**config.mk**
```make
export PLATFORM = sky130hd
export DESIGN_NAME = parking_log_ctrl
export DESIGN_NICKNAME = d
export VERILOG_FILES = /design/src/rtl/parking_log_ctrl.sv
export SDC_FILE = /design/constraint.sdc
export NUM_CORES = 1
export LEC_CHECK = 0
export CORE_UTILIZATION = 39
export DETAILED_ROUTE_END_ITERATION = 10
export PLACE_DENSITY_LB_ADDON = 0.08
export SLEW_MARGIN = 20
export SYNTH_ARGS = -nofsm -noshare
export SYNTH_HDL_FRONTEND = slang
export SYNTH_SLANG_ARGS = --single-unit
```
**constraint.sdc**
```tcl
create_clock -name clk -period 2.15 [get_ports clk]
set_input_delay 0.215 -clock clk [delete_from_list [all_inputs] [get_ports clk]]
set_output_delay 0.215 -clock clk [all_outputs]
set_load 0.02 [all_outputs]
```
**src/rtl/parking_log_ctrl.sv**
```systemverilog
// Circular 8-entry occupancy log in an external RAM: logs samples, streams them
// back oldest-first on request, and zero-fills the RAM on clear.
module parking_log_ctrl #(
    parameter int DATA_W = 16,
    parameter int ADDR_W = 3
) (
    input  logic              clk,
    input  logic              reset,
    input  logic              log_req,
    input  logic [DATA_W-1:0] log_data,
    input  logic              scan_start,
    input  logic              clear_req,
    output logic [ADDR_W-1:0] wr_addr,
    output logic [DATA_W-1:0] wr_data,
    output logic              wr_en,
    output logic [ADDR_W-1:0] rd_addr,
    input  logic [DATA_W-1:0] rd_data,
    output logic              scan_valid,
    output logic [DATA_W-1:0] scan_data,
    output logic [ADDR_W-1:0] scan_idx,
    output logic              scan_done,
    output logic [ADDR_W:0]   count,
    output logic              full,
    output logic              busy,
    output logic              log_drop
);
    localparam int DEPTH = 2 ** ADDR_W;
    localparam logic [ADDR_W:0]   CNT_MAX  = (ADDR_W + 1)'(DEPTH);
    localparam logic [ADDR_W:0]   CNT_ONE  = (ADDR_W + 1)'(1);
    localparam logic [ADDR_W-1:0] ADDR_ONE = ADDR_W'(1);
    localparam logic [ADDR_W-1:0] ADDR_TOP = ADDR_W'(DEPTH - 1);

    typedef enum logic [1:0] {IDLE, SCAN, CLEAR} state_t;

    state_t              state_reg;
    logic [ADDR_W-1:0]   wr_ptr_reg;
    logic [ADDR_W:0]     count_reg;
    logic [ADDR_W:0]     scan_n_reg;
    logic [ADDR_W-1:0]   idx_reg;
    logic [ADDR_W-1:0]   wr_addr_reg;
    logic [DATA_W-1:0]   wr_data_reg;
    logic                wr_en_reg;
    logic [ADDR_W-1:0]   rd_addr_reg;
    logic                scan_valid_reg;
    logic [DATA_W-1:0]   scan_data_reg;
    logic [ADDR_W-1:0]   scan_idx_reg;
    logic                scan_done_reg;
    logic                busy_reg;
    logic                log_drop_reg;

    assign wr_addr    = wr_addr_reg;
    assign wr_data    = wr_data_reg;
    assign wr_en      = wr_en_reg;
    assign rd_addr    = rd_addr_reg;
    assign scan_valid = scan_valid_reg;
    assign scan_data  = scan_data_reg;
    assign scan_idx   = scan_idx_reg;
    assign scan_done  = scan_done_reg;
    assign count      = count_reg;
    assign full       = (count_reg == CNT_MAX);
    assign busy       = busy_reg;
    assign log_drop   = log_drop_reg;

    always_ff @(posedge clk) begin
        if (reset) begin
            state_reg      <= IDLE;
            wr_ptr_reg     <= '0;
            count_reg      <= '0;
            scan_n_reg     <= '0;
            idx_reg        <= '0;
            wr_addr_reg    <= '0;
            wr_data_reg    <= '0;
            wr_en_reg      <= 1'b0;
            rd_addr_reg    <= '0;
            scan_valid_reg <= 1'b0;
            scan_data_reg  <= '0;
            scan_idx_reg   <= '0;
            scan_done_reg  <= 1'b0;
            busy_reg       <= 1'b0;
            log_drop_reg   <= 1'b0;
        end else begin
            wr_en_reg      <= 1'b0;
            scan_valid_reg <= 1'b0;
            scan_done_reg  <= 1'b0;
            // In IDLE a clear or scan request always wins, so any log alongside it is lost.
            log_drop_reg   <= log_req && ((state_reg != IDLE) || clear_req || scan_start);
            case (state_reg)
                IDLE: begin
                    if (clear_req) begin
                        state_reg   <= CLEAR;
                        busy_reg    <= 1'b1;
                        wr_ptr_reg  <= '0;
                        count_reg   <= '0;
                        wr_en_reg   <= 1'b1;
                        wr_addr_reg <= '0;
                        wr_data_reg <= '0;
                    end else if (scan_start) begin
                        if (count_reg == '0) begin
                            scan_done_reg <= 1'b1;
                        end else begin
                            state_reg   <= SCAN;
                            busy_reg    <= 1'b1;
                            scan_n_reg  <= count_reg;
                            idx_reg     <= '0;
                            // Once wrapped, the write pointer sits on the oldest entry.
                            rd_addr_reg <= full ? wr_ptr_reg : '0;
                        end
                    end else if (log_req) begin
                        wr_en_reg   <= 1'b1;
                        wr_addr_reg <= wr_ptr_reg;
                        wr_data_reg <= log_data;
                        wr_ptr_reg  <= wr_ptr_reg + ADDR_ONE;
                        if (count_reg != CNT_MAX) begin
                            count_reg <= count_reg + CNT_ONE;
                        end
                    end
                end
                SCAN: begin
                    scan_data_reg  <= rd_data;
                    scan_idx_reg   <= idx_reg;
                    scan_valid_reg <= 1'b1;
                    if ({1'b0, idx_reg} == scan_n_reg - CNT_ONE) begin
                        scan_done_reg <= 1'b1;
                        state_reg     <= IDLE;
                        busy_reg      <= 1'b0;
                        rd_addr_reg   <= '0;
                    end else begin
                        idx_reg     <= idx_reg + ADDR_ONE;
                        rd_addr_reg <= rd_addr_reg + ADDR_ONE;
                    end
                end
                CLEAR: begin
                    if (wr_addr_reg == ADDR_TOP) begin
                        state_reg <= IDLE;
                        busy_reg  <= 1'b0;
                    end else begin
                        wr_en_reg   <= 1'b1;
                        wr_addr_reg <= wr_addr_reg + ADDR_ONE;
                        wr_data_reg <= '0;
                    end
                end
                default: begin
                    state_reg <= IDLE;
                    busy_reg  <= 1'b0;
                end
            endcase
        end
    end
endmodule
```
### After elaboration in Yosys (flattened, before gate mapping)

Cells that the tools add are included.

| word-level totals | value |
|---|---|
| word-level logic and storage cells | 109 |
| bits in registers | 62 |
| input port bits | 37 |
| output and inout bits | 51 |

| operators by class | value |
|---|---|
| equal/unequal tests | 18 |
| add/sub/neg operators | 6 |
| multiplexer cells | 51 |
| bitwise gates (word level) | 2 |
| reductions and logical operators | 17 |

Operators with widths:

| kind | count |
|---|---|
| 16-bit 2-to-1 mux | 4 |
| 3-bit 2-to-1 mux | 16 |
| 16-bit case mux with 2 select lines | 1 |
| 4-bit AND reduction | 5 |
| 3-bit case mux with 2 select lines | 3 |
| 4-bit 2-to-1 mux | 4 |
| 1-bit 2-to-1 mux | 14 |
| 2-bit inequality test (second input constant) | 7 |
| 3-bit by 1-bit adder with 3-bit output (second input constant) | 4 |
| 3-bit inequality test (second input constant) | 4 |
| 2-bit 2-to-1 mux | 5 |
| 2-bit nonzero test | 5 |
| 2-bit case mux with 3 select lines | 1 |
| 5-bit AND reduction | 1 |
| 4-bit by 1-bit adder with 4-bit output (second input constant) | 1 |
| 3-bit by 4-bit equality test with 1-bit output | 1 |
| 4-bit equality test (second input constant) | 1 |
| 4-bit logical NOT | 1 |
| 4-bit inequality test (second input constant) | 1 |
| 1-bit case mux with 2 select lines | 2 |
| 4-bit by 1-bit subtractor with 4-bit output (second input constant) | 1 |
| 3-bit equality test (second input constant) | 1 |
| 1-bit case mux with 3 select lines | 1 |
| 3-bit AND reduction | 1 |
| 7 further kinds | 9 |

### Logic depth before layout (Yosys ltp)

| depth | value |
|---|---|
| depth after elaboration | 6 |
| gate-level depth with buffers | 7 |
| gate-level depth less buffers | 7 |

### Least setup slack after synthesis

No wires, ideal clock.

| path | value |
|---|---|
| path type | reg2reg |
| from | reg scan_n_reg[0] |
| to | reg idx_reg[0] |
| required time | 2.029 ns |
| period minus slack after synthesis | 1.818 ns |
| arrival | 1.696 ns |
| buffers on the path | 0 |
| stages on the path, launching flop included | 7 |
| path slack | 0.332 ns |
| library setup time | 0.121 ns |
| cells stage by stage | dfxtp_1 -> inv_1 -> ha_1 -> xnor2_1 -> or3b_4 -> a31oi_4 -> mux2_4 |

| on the way | value |
|---|---|
| cells in the longest elaborated chain, start to end | 4 |

Ends and longest elaborated chain:

| what | RTL line | source |
|---|---|---|
| from (decl) | 38 | `logic [ADDR_W:0] scan_n_reg;` |
| from (signal assigned) | 103 | `scan_n_reg <= count_reg;` |
| 4-bit by 1-bit subtractor with 4-bit output | 122 | `if ({1'b0, idx_reg} == scan_n_reg - CNT_ONE) begin` |
| 3-bit by 4-bit equality test with 1-bit output | 122 |  |
| 2-bit inequality test (no source line) | n/a |  |
| 5-bit AND reduction (no source line) | n/a |  |
| to (signal assigned) | 128 | `idx_reg <= idx_reg + ADDR_ONE;` |
| to (decl) | 39 | `logic [ADDR_W-1:0] idx_reg;` |

No other way between the ends.
A chain may end at the register's enable or synchronous reset.

### Worst setup path in the final report

| path | value |
|---|---|
| from | reg scan_n_reg[0] |
| to | reg idx_reg[2] |

The elaborated chain is that of the path after synthesis.

==> results.sh <==
export IMPL_run_status="finished clean"
export IMPL_grt_util_all_layers=0.194
export IMPL_power_density_over_the_cells_nw_per_um2=681
export IMPL_initial_core_util=0.405
export IMPL_fmax_ghz=0.508
export IMPL_initial_antenna_violation_count=0
export IMPL_power_switching_share=0.244
export IMPL_timing_final_setup_violations=0
export IMPL_tritoncts_clock_tree="yes"
export IMPL_fp_row_count=30
export IMPL_per_cell_via_count_in_the_routed_design=5.00
export IMPL_via_total_after_detailed_routing=2569
export IMPL_syn_instance_count=323
export IMPL_final_antenna_net_count=0
export IMPL_finalWorstPathRequiredPeriod_ns=1.97
export IMPL_synth_distinct_cells=59
export IMPL_final_cell_mix="sky130_fd_sc_hd__clkdlybuf4s50_1, sky130_fd_sc_hd__dfxtp_1, sky130_fd_sc_hd__nand2_1, sky130_fd_sc_hd__a21oi_1, sky130_fd_sc_hd__nand3_1"
export IMPL_average_wire_per_standard_cell_um=13.4
export IMPL_grt_start_max_net_pins=27
export IMPL_boundaryPins=88
export IMPL_nets=460
export IMPL_ys_seq_area_frac=0.448
export IMPL_die_width_um=86.2
export IMPL_worst_setup_path_end_kind="register"
export IMPL_detailed_place_area_um2=3760
export IMPL_cts_made_buffers=9
export IMPL_min_path_type="primary input to register"
export IMPL_wirelength_mm=6.88
export IMPL_dp_final_hpwl_mm=4.70
export IMPL_yosysWarnings=0
export IMPL_synth_main_ff_cell="sky130_fd_sc_hd__dfxtp_1"
export IMPL_worstPathMaxFanout=5
export IMPL_asyncSetResetFlopFracSynth=0
export IMPL_clkLatencyLatePin_ns=0.33
export IMPL_switchingPower_mw=0.661
export IMPL_globalplace_congestion=0.803
export IMPL_area_growth_pct=43.5
export IMPL_drv_cap=0
export IMPL_worst_endpoint_required_ns=2.38
export IMPL_grt_setup_unrepaired="false"
export IMPL_clockPowerShare=0.410
export IMPL_post_synth_cell_area_avg_um2=8.57
export IMPL_coreArea_um2=6830
export IMPL_final_period_utilization=0.915
export IMPL_worst_slew_pin_slew_ns=0.425
export IMPL_n_antenna_cell=0
export IMPL_synth_edff_count=0
export IMPL_power_mw=2.71
export IMPL_cts_sinks=62
export IMPL_cts_setup_buffers=0
export IMPL_clk_transition_reported_paths_ns=0.07
export IMPL_timing_max_transition_violations_final=0
export IMPL_arrival_ns=2.19
export IMPL_grt_first_pass_wirelength_mm=11.3
export IMPL_syn_num_nets=368
export IMPL_synthesis_area_um2=2770
export IMPL_clock_root_buffer="sky130_fd_sc_hd__clkbuf_8"
export IMPL_detailedRoute_firstPassIterationCount=4
export IMPL_final_hold_violation_count=0
export IMPL_dr_first_iter_drc_count=101
export IMPL_cell_internal_pwr_mw=2.04
export IMPL_p_seq_frac=0.448
export IMPL_comb_power_share=0.142
export IMPL_max_clock_path_buffers=2
export IMPL_power_leakage_nw=1.48
export IMPL_drc_errors=0
export IMPL_layout_commonest_cell="sky130_fd_sc_hd__clkdlybuf4s50_1"
export IMPL_htreeDepth=3
export IMPL_slew_limit_headroom=0.717
export IMPL_die_outline_area_um2=7440
export IMPL_max_vdd_ir_drop_v=0.000365
export IMPL_io_buffers=87
export IMPL_fin_setup_tns_ns=0
export IMPL_worstSetupStartpointType="register"
export IMPL_drive_gt1_frac=0.108
export IMPL_grt_overflow=0
export IMPL_finish_instance_area_um2=3970
export IMPL_register_bit_count_reported_by_yosys=62
export IMPL_worst_setup_path_type="register to register"
export IMPL_die_height_um=86.2
export IMPL_fin_worst_skew_ns=0.00595
export IMPL_fill_cells=660
export IMPL_first_global_vias=2372
per-layer routing:
metal	wire, um	global-route usage	part of all wire
met5	0	0	0
met4	102	0.0864	0.015
met3	301	0.0476	0.044
met2	3210	0.307	0.47
met1	3270	0.249	0.48
worst paths after layout:
check	from	to	slack, ns	depth (start not counted)
worst max register to register	scan_n_reg[0]	idx_reg[2]	0.18	6
worst min-delay path	reset	scan_data[5]	0.29	2
worst max-delay path	scan_n_reg[0]	idx_reg[2]	0.18	6
worst min register to register	wr_data[5]	wr_data[5]	0.45	2
timing repair:
| action | 4_1_cts | 5_1_grt |
|---|---|---|
| endpoints found under the setup margin | 1 | 0 |
| hold buffers | 0 | 0 |
| resized for setup | 1 | 0 |
synth_stat cells, drive strengths merged, types with 2 or more instances:
cell type,n,area (um^2)
or3,3,23.8
inv,10,37.5
mux2,2,26.3
a22oi,3,22.5
nand2b,4,25.0
nor2b,3,21.3
xor2,3,26.3
or3b,2,20.0
nor3b,4,35.0
ha,8,100
a2111oi,3,26.3
a221oi,2,35.0
nand3,21,105
clkbuf,11,41.3
nor2,18,77.6
o21ai,6,30.0
nand2,59,224
a21boi,2,15.0
a31oi,3,33.8
dfxtp,62,1240
nor3,5,25.0
xnor2,2,17.5
buf,10,61.3
a21oi,49,245
a211oi,6,45.0
and3b,2,18.8
nand3b,2,15.0
cell type report:
cell class,count,area [um^2],share of cell area
Clock buffer,10,138,0.0346
Sequential cell,62,1240,0.312
Inverter,10,37.5,0.00945
Clock inverter,4,72.6,0.0183
Tap cell,96,120,0.0302
Timing Repair Buffer,102,977,0.246
Multi-Input combinational cell,230,1390,0.349
kinds of logic after synthesis:
kind of cell / Yosys count / share of synthesized area
xor gates and xnor gates: 5 / 0.0158
AOI/OAI and AO/OA: 83 / 0.192
adders and majority gates: 8 / 0.0362
muxes: 3 / 0.0131
and+or+nand+nor: 131 / 0.244
DFF: 62 / 0.448
buffers and inverters: 31 / 0.0506
critical path, stage by stage (launching register included):
cell,delay [ns]
sky130_fd_sc_hd__dfxtp_1,0.39
sky130_fd_sc_hd__inv_1,0.06
sky130_fd_sc_hd__ha_1,0.20
sky130_fd_sc_hd__xnor2_1,0.17
sky130_fd_sc_hd__or3b_4,0.43
sky130_fd_sc_hd__a31oi_1,0.25
sky130_fd_sc_hd__mux2_2,0.36
power by group through the flow:
stage,Clock (mW),Sequential [mW],Combinational (mW)
floorplan,0,1.27,0.165
global placement,0,1.24,0.382
detailed placement,0,1.24,0.383
CTS,1.14,1.21,0.386
global route,1.18,1.22,0.420
finish,1.11,1.21,0.384
per-stage QoR:
step,instances,utilization,hold WS (ns),setup slack [ns]
global placement,500,0.551,0.437,0.213
finish,514,0.582,0.292,0.182
floorplan,323,-,0.351,0.332
global route,514,0.582,0.309,0.0774
CTS,514,0.582,0.278,0.187
detailed placement,500,0.551,0.444,0.138
(Power assumes the default switching activity.)
